$ cat config.mk
export PLATFORM = sky130hd
export DESIGN_NAME = uart_rx_framed
export DESIGN_NICKNAME = d
export VERILOG_FILES = /design/src/rtl/uart_pkg.sv /design/src/rtl/uart_baud_tick.sv /design/src/rtl/uart_rx_framed.sv
export SDC_FILE = /design/constraint.sdc
export NUM_CORES = 1
export LEC_CHECK = 0
export BUFFER_PORTS_ARGS = -buffer_cell sky130_fd_sc_hd__buf_2
export CORE_MARGIN = 5
export CORE_UTILIZATION = 66
export CTS_BUF_LIST = sky130_fd_sc_hd__clkbuf_2
export DETAILED_ROUTE_END_ITERATION = 10
export PLACE_DENSITY = 0.87
export SLEW_MARGIN = 15
export SYNTH_ARGS = -nofsm -noshare
export SYNTH_HDL_FRONTEND = slang
export SYNTH_SLANG_ARGS = --single-unit
$ cat constraint.sdc
create_clock -name clk -period 4.55 [get_ports clk]
set_input_delay 0.91 -clock clk [delete_from_list [all_inputs] [get_ports clk]]
set_output_delay 0.91 -clock clk [all_outputs]
set_load 0.02 [all_outputs]
$ cat src/rtl/uart_pkg.sv
// rtl/uart_pkg.sv - shared UART state encodings, parity modes and sampling helper
package uart_pkg;

  typedef enum logic [2:0] {
    ST_IDLE   = 3'd0,
    ST_START  = 3'd1,
    ST_DATA   = 3'd2,
    ST_PARITY = 3'd3,
    ST_STOP   = 3'd4
  } uart_state_t;

  localparam int PAR_NONE = 0;
  localparam int PAR_EVEN = 1;
  localparam int PAR_ODD  = 2;

  // Two-of-three vote used to settle each bit from its mid-bit samples
  function automatic logic majority3(input logic a, input logic b, input logic c);
    return (a & b) | (a & c) | (b & c);
  endfunction

endpackage

$ cat src/rtl/uart_baud_tick.sv
// rtl/uart_baud_tick.sv - oversampling tick generator, re-phasable by clear
module uart_baud_tick #(
  parameter int CLK_FREQ_HZ = 50_000_000,
  parameter int BAUD_RATE   = 115200,
  parameter int OVERSAMPLE  = 16
) (
  input  logic clk,
  input  logic reset,
  input  logic clear,
  output logic tick
);

  localparam int RAW_DIV = CLK_FREQ_HZ / (BAUD_RATE * OVERSAMPLE);
  localparam int DIV     = (RAW_DIV < 1) ? 1 : RAW_DIV;
  localparam int CW      = (DIV > 1) ? $clog2(DIV) : 1;
  localparam logic [CW-1:0] LAST = CW'(DIV - 1);

  logic [CW-1:0] cnt;

  // Divider counts 0..DIV-1; clear restarts the phase at zero
  always_ff @(posedge clk or negedge reset) begin
    if (!reset) begin
      cnt <= '0;
    end else if (clear || (cnt == LAST)) begin
      cnt <= '0;
    end else begin
      cnt <= cnt + CW'(1);
    end
  end

  assign tick = !clear && (cnt == LAST);

endmodule

$ cat src/rtl/uart_rx_framed.sv
// rtl/uart_rx_framed.sv - oversampled UART receiver with parity, stop bits and valid/ready output
module uart_rx_framed
  import uart_pkg::*;
#(
  parameter int DATA_SIZE   = 8,
  parameter int CLK_FREQ_HZ = 50_000_000,
  parameter int BAUD_RATE   = 115200,
  parameter int OVERSAMPLE  = 16,
  parameter int PARITY      = 0,
  parameter int STOP_BITS   = 1
) (
  input  logic                 clk,
  input  logic                 reset,
  input  logic                 rx_line,
  output logic [DATA_SIZE-1:0] data_out,
  output logic                 data_valid,
  input  logic                 data_ready,
  output logic                 frame_err,
  output logic                 parity_err,
  output logic                 overrun,
  output logic                 busy
);

  localparam int OSW = $clog2(OVERSAMPLE);
  localparam int BCW = $clog2(DATA_SIZE);
  localparam logic [OSW-1:0] OS_S0   = OSW'(OVERSAMPLE / 2 - 1);
  localparam logic [OSW-1:0] OS_S1   = OSW'(OVERSAMPLE / 2);
  localparam logic [OSW-1:0] OS_S2   = OSW'(OVERSAMPLE / 2 + 1);
  localparam logic [OSW-1:0] OS_LAST = OSW'(OVERSAMPLE - 1);
  localparam logic [BCW-1:0] BC_LAST = BCW'(DATA_SIZE - 1);
  localparam logic           SB_LAST = 1'(STOP_BITS - 1);
  localparam logic           ODD     = 1'(PARITY == PAR_ODD);

  logic                 sync1, rxs, rxs_prev;
  logic                 fall, clear, tick, maj, mid, bit_end;
  uart_state_t          state;
  logic [OSW-1:0]       os_cnt;
  logic [BCW-1:0]       bit_cnt;
  logic                 stop_cnt;
  logic [1:0]           samp;
  logic [DATA_SIZE-1:0] shreg;
  logic                 fe_acc, pe_acc;

  // Two-stage synchroniser plus edge history, all idling high
  always_ff @(posedge clk or negedge reset) begin
    if (!reset) begin
      sync1    <= 1'b1;
      rxs      <= 1'b1;
      rxs_prev <= 1'b1;
    end else begin
      sync1    <= rx_line;
      rxs      <= sync1;
      rxs_prev <= rxs;
    end
  end

  assign fall    = rxs_prev && !rxs;
  assign clear   = (state == ST_IDLE) && fall;
  assign maj     = majority3(samp[0], samp[1], rxs);
  assign mid     = tick && (os_cnt == OS_S2);
  assign bit_end = tick && (os_cnt == OS_LAST);

  uart_baud_tick #(
    .CLK_FREQ_HZ (CLK_FREQ_HZ),
    .BAUD_RATE   (BAUD_RATE),
    .OVERSAMPLE  (OVERSAMPLE)
  ) u_tick (
    .clk   (clk),
    .reset (reset),
    .clear (clear),
    .tick  (tick)
  );

  // Receive FSM with registered outputs and the output-slot handshake
  always_ff @(posedge clk or negedge reset) begin
    if (!reset) begin
      state      <= ST_IDLE;
      os_cnt     <= '0;
      bit_cnt    <= '0;
      stop_cnt   <= 1'b0;
      samp       <= 2'b11;
      shreg      <= '0;
      fe_acc     <= 1'b0;
      pe_acc     <= 1'b0;
      data_out   <= '0;
      data_valid <= 1'b0;
      frame_err  <= 1'b0;
      parity_err <= 1'b0;
      overrun    <= 1'b0;
      busy       <= 1'b0;
    end else begin
      overrun <= 1'b0;
      if (data_valid && data_ready) data_valid <= 1'b0;

      if (tick && (state != ST_IDLE)) begin
        os_cnt <= (os_cnt == OS_LAST) ? '0 : os_cnt + OSW'(1);
        if (os_cnt == OS_S0) samp[0] <= rxs;
        if (os_cnt == OS_S1) samp[1] <= rxs;
      end

      case (state)
        ST_IDLE: begin
          if (fall) begin
            state    <= ST_START;
            busy     <= 1'b1;
            os_cnt   <= '0;
            bit_cnt  <= '0;
            stop_cnt <= 1'b0;
            fe_acc   <= 1'b0;
            pe_acc   <= 1'b0;
          end
        end
        ST_START: begin
          if (mid && maj) begin
            state <= ST_IDLE;
            busy  <= 1'b0;
          end else if (bit_end) begin
            state <= ST_DATA;
          end
        end
        ST_DATA: begin
          if (mid) shreg <= {maj, shreg[DATA_SIZE-1:1]};
          if (bit_end) begin
            if (bit_cnt == BC_LAST) begin
              bit_cnt <= '0;
              state   <= (PARITY == PAR_NONE) ? ST_STOP : ST_PARITY;
            end else begin
              bit_cnt <= bit_cnt + BCW'(1);
            end
          end
        end
        ST_PARITY: begin
          if (mid) pe_acc <= (^shreg) ^ maj ^ ODD;
          if (bit_end) state <= ST_STOP;
        end
        ST_STOP: begin
          if (mid) begin
            if (stop_cnt == SB_LAST) begin
              if (!data_valid || data_ready) begin
                data_out   <= shreg;
                frame_err  <= fe_acc | !maj;
                parity_err <= pe_acc;
                data_valid <= 1'b1;
              end else begin
                overrun <= 1'b1;
              end
              state    <= ST_IDLE;
              busy     <= 1'b0;
              stop_cnt <= 1'b0;
            end else begin
              fe_acc <= fe_acc | !maj;
            end
          end else if (bit_end) begin
            stop_cnt <= 1'b1;
          end
        end
        default: begin
          state <= ST_IDLE;
          busy  <= 1'b0;
        end
      endcase
    end
  end

endmodule

; ---- Yosys cells after proc, flatten, opt, wreduce, memory -nomap -nowiden
; Cells that the tools add are included.
[totals]
regBits = 44
output_inout_bits = 13
[op_classes]
n_eq_ne = 21
muxes = 42
bitwise = 9
reduce_logical = 31
addsub = 3
[ops]
columns = cell, count
row1 = $mux W3, 11
row2 = $mux W1, 20
row3 = $ne A2 B2 Y1 const B, 9
row4 = $mux W4, 4
row5 = $pmux W3 S5, 1
row6 = $eq A4 B4 Y1 const B, 3
row7 = $reduce_and A3 Y1, 3
row8 = $logic_and A1 B1 Y1, 8
row9 = $reduce_and A4 Y1, 2
row10 = $reduce_xor A8 Y1, 1
row11 = $reduce_and A7 Y1, 1
row12 = $eq A3 B2 Y1 const B, 2
row13 = $eq A3 B3 Y1 const B, 2
row14 = $ne A3 B3 Y1 const B, 2
row15 = $pmux W1 S2, 3
row16 = $pmux W3 S2, 1
row17 = $reduce_and A2 Y1, 3
row18 = $reduce_bool A2 Y1, 3
row19 = $add A5 B1 Y5 const B, 1
row20 = $eq A5 B5 Y1 const B, 1
row21 = $mux W5, 1
row22 = $reduce_and A5 Y1, 1
row23 = $add A4 B1 Y4 const B, 1
row24 = $eq A4 B3 Y1 const B, 1
row25 = other kinds (12), 21

; ---- Depth between registers and ports, before layout
[depth]
depth_word = 9
depth_mapped = 7
mapped_depth_nobuf = 6

; ---- Hierarchy
; A second synthesis with hierarchy kept.
[hier_totals]
hier_cells = 174
hier_area_um2 = 2183.3
[modules_own_cells]
columns = module, instances, cells_per_inst, area_per_inst_um2
row1 = uart_rx_framed, 1, 151, 1908.1
row2 = uart_baud_tick, 1, 23, 275.3

; ---- Worst setup path after synthesis
; Ideal clock, no wire load.
[synth_path]
kind = register to register
startpoint = register u_tick.cnt[0]
endpoint = register shreg[0]
path_stages_with_launch = 8
setup_ps = 125
period_less_slack_ps = 1892
path_buffers = 1
path_slack_ps = 2658
arrival_time_ps = 1767
required_time_ps = 4425
path_cell_list = dfrtp_1 inv_1 ha_1 and4b_1 buf_2 nand2_4 nor4_4 mux2_2
[synth_via]
elab_chain_cells = 4
[synth_lines]
columns = item, line
row1 = start: declaration, uart_baud_tick.sv:18  ; logic [CW-1:0] cnt;
row2 = start signal: assignment, uart_baud_tick.sv:27  ; cnt <= cnt + CW'(1);
row3 = $eq A5 B5 Y1, uart_baud_tick.sv:31  ; assign tick = !clear && (cnt == LAST);
row4 = $logic_and A1 B1 Y1, uart_baud_tick.sv:31
row5 = $logic_and A1 B1 Y1, uart_rx_framed.sv:60  ; assign mid = tick && (os_cnt == OS_S2);
row6 = $reduce_and A2 Y1 (no line), -
row7 = end signal: assignment, uart_rx_framed.sv:122  ; if (mid) shreg <= {maj, shreg[DATA_SIZE-1:1]};
row8 = end: declaration, uart_rx_framed.sv:41  ; logic [DATA_SIZE-1:0] shreg;
; Every way passes these cells.
; A chain may end at the register's enable or synchronous reset.

; ---- Worst setup path in the final report
[layout_path]
startpoint = register u_tick.cnt[0]
endpoint = register shreg[7]
; Same word-level chain as after synthesis.

==> metrics <==
Sinks on Clock Net 44; status complete, no violations; Cell Area, Synth 2097 µm²; Routability Congestion 0.8632; instance area after placement 2210 µm²; IR Drop Worst-Case VDD 0.2489 mV; share of synthesized registers carrying an async set or reset 100.0%; final net count 204; Post-Route Hold Slack 0.3953 ns; placement-stage worst setup slack 2.349 ns; H-tree lvl count 2; highest cell delay on the worst timing path 0.49 ns; post-layout instance area 2251 µm²; floorplan die area 4404 µm²; register bit count reported by yosys 44; Syn-to-layout area delta 7.339%; cell type of the slowest stage on the worst timing path sky130_fd_sc_hd__nor4_4; power density over the cells 338.7 nW/µm²; clock tree skew after final layout 0.01753 ns; transition time of the tightest slew-check pin 0.9274 ns; main combinational cell family by area after synthesis simple AND/OR/NAND/NOR gates; final routed DRC violation total 0; leakage power summed over all cells 0.001102 µW; height of the chip 66.37 µm; TNS Setup 0 ns; top library cells by usage in the layout, fill and taps aside sky130_fd_sc_hd__dfrtp_1, sky130_fd_sc_hd__mux2_2, sky130_fd_sc_hd__nor2_1, sky130_fd_sc_hd__buf_2; CTS Buf Count 5; critical path capture point type flop; number of distinct library cell variants in the gate-level netlist after synthesis 47; count of hold-fix buffers inserted at cts 0; post-synthesis xor/xnor area fraction 5.251%; proportion of synthesized area in mux cells 11.40%; largest net degree at the start of global routing 45; type of the worst setup path reg -> reg; Largest delay share family, worst path simple AND/OR/NAND/NOR gates; Highest Clock Rate 441.2 MHz; initial cell density of the core 68.69%; Std-Cell Core Area 3053 µm²; initial antenna violation count 0; cell chain of the critical path inv_1 -> ha_1 -> and4b_1 -> nand2_4 -> nor4_4 -> mux2_2; iteration-0 DRC count of the detailed router 115; Tmin final 2.267 ns; Simple-Gate Fraction of Synth Area 16.59%; Critical Path Stages 6; Resized Gates After CTS 0; number of synthesized flops with an enable pin 0; path category of the worst min-delay check reg -> reg; count of port buffers added during placement 16; RSZ-0062 raised after global routing no; clock tree from TritonCTS done; MaxCap Viol Count 0; power consumption 762.4 µW; global-route wire length before repair 6.920 mm; detailed-routing iteration count for the pre-antenna-repair pass 7; worst hold path depth 0; Max transition margin 38.17%; master cell of the clock root buffer sky130_fd_sc_hd__clkbuf_2; routed wire length 3.952 mm; number of cells on the worst reg-to-reg path 6; Most used DFF post-synth sky130_fd_sc_hd__dfrtp_1; compound-gate portion of the synthesized area 6.802%; final critical-path setup slack 2.283 ns; Clock Path Buffers 2; Worst Setup Start Kind flop; placed wire-length estimate after detailed placement 2.832 mm; fin crit share 49.82%; leading cell type in the layout, fill and taps excluded sky130_fd_sc_hd__dfrtp_1; syn_area_per_cell 12.05 µm²; antenna-violating nets left 0; number of antenna diodes 0; layout cells sized above 1 27.84%; fillers 218; count of standard-cell rows 20; I/O pin count 17; Critical Path RT 4.88 ns; share of synthesized area occupied by flip-flops and latches 52.80%; via count of the first global-routing pass 1,459; clock slew at the register clock pins of the worst setup and hold paths 0.22 ns; count of final hold-check violations 0; number of nets produced by synthesis 185; arithmetic-cell share of the synthesized area counting full adders, half adders and majority gates 4.654%; final number of setup-violating endpoints 0; Setup Buffers After CTS 0; width of the die 66.37 µm; buffering stage count on the worst path with inverters included 1; worst path arrival time 2.59 ns; synthesized instance count 174; crit-path max FO 8; overall via count from detail_route 1,448; total congestion overflow 0; insertion delay of the later-clocked pin in the worst-skew pair 0.42 ns; GRT Resource Usage Total 21.17%; routed length per instance 16.61 µm; count of pins over their slew limit 0; Synth Warn # 0; post-DR vias/cell 6.084
## cell families (layout without fill, tap and decap cells)
| group | count (synthesis) | count (layout) |
|---|---|---|
| simple gates | 56 | 56 |
| flops | 44 | 44 |
| compound gates | 22 | 22 |
| mux | 21 | 21 |
| buf+inv | 12 | 32 |
| xor+xnor | 11 | 11 |
| fa+ha+maj | 8 | 8 |
## area by class of cell
| type | count | area, µm² | share of cell area [%] |
|---|---|---|---|
| flip-flops and latches | 44 | 1107 | 49.19 |
| clock buffers | 6 | 30.03 | 1.334 |
| repair buffers | 16 | 80.08 | 3.558 |
| well taps | 44 | 55.05 | 2.446 |
| inverters | 8 | 30.03 | 1.334 |
| multi-input cells | 118 | 937.1 | 41.63 |
| clock inverters | 2 | 11.26 | 0.5003 |
## synthesized netlist by cell type, types with 3 or more instances
library cell | count | share of area [%]
sky130_fd_sc_hd__inv_1 | 8 | 1.4
sky130_fd_sc_hd__o21ai_0 | 5 | 1.2
sky130_fd_sc_hd__nor2_1 | 16 | 2.9
sky130_fd_sc_hd__dfstp_2 | 5 | 6.3
sky130_fd_sc_hd__xor2_1 | 3 | 1.3
sky130_fd_sc_hd__xnor2_1 | 7 | 2.9
sky130_fd_sc_hd__nand3_1 | 6 | 1.4
sky130_fd_sc_hd__a21oi_1 | 6 | 1.4
sky130_fd_sc_hd__nand2b_1 | 4 | 1.2
sky130_fd_sc_hd__nand2_1 | 8 | 1.4
sky130_fd_sc_hd__ha_1 | 7 | 4.2
sky130_fd_sc_hd__mux2_2 | 19 | 10
sky130_fd_sc_hd__buf_2 | 3 | 0.72
sky130_fd_sc_hd__dfrtp_1 | 39 | 47
## flip-flops by register name (all words and copies together) (netlist names)
signal	count
samp	2
state	3
sync1	1
data_valid	1
busy	1
stop_cnt	1
rxs	1
shreg	8
overrun	1
os_cnt	4
bit_cnt	3
rxs_prev	1
fe_acc	1
u_tick.cnt	5
frame_err	1
pe_acc	1
data_out	8
parity_err	1
## per-layer routing
layer	routed length, µm	part of all wire (%)	global-route usage [%]	vias to the layer above
met5	0	0	0	-
met4	106	2.7	9.137	0
met3	279	7.1	5.782	15
met2	1872	47	33.95	73
met1	1693	43	26.76	697
li1	-	-	-	663
## per-stage QoR
| stage | instances | utilization (%) |
|---|---|---|
| floorplan | 174 | - |
| global placement | 230 | 72.38 |
| detailed placement | 230 | 72.38 |
| CTS | 238 | 73.73 |
| global route | 238 | 73.73 |
| finish | 238 | 73.73 |
## report_power, final
part           leakage (µW)  switching (µW)  internal [µW]
clock             0.0000266             124           38.3
sequential         0.000582            44.6            427
combinational      0.000493            76.1           53.0
total               0.00110             244            518
## worst paths after layout
kind | start | to | slack, ns
setup reg to reg | u_tick.cnt[0] | shreg[7] | 2.28
hold / removal | sync1 | rxs | 0.40
setup / recovery | u_tick.cnt[0] | shreg[7] | 2.28
max in group asynchronous | reset | u_tick.cnt[4] | 3.38
min in group asynchronous | reset | shreg[0] | 0.60
hold reg to reg | sync1 | rxs | 0.40
## worst register-to-register path, cell delays in order (launching register included)
cell	delay, ns
sky130_fd_sc_hd__dfrtp_1	0.46
sky130_fd_sc_hd__inv_1	0.08
sky130_fd_sc_hd__ha_1	0.21
sky130_fd_sc_hd__and4b_1	0.41
sky130_fd_sc_hd__nand2_4	0.11
sky130_fd_sc_hd__nor4_4	0.49
sky130_fd_sc_hd__mux2_2	0.42
No activity file was read; power rests on OpenSTA's default activity.
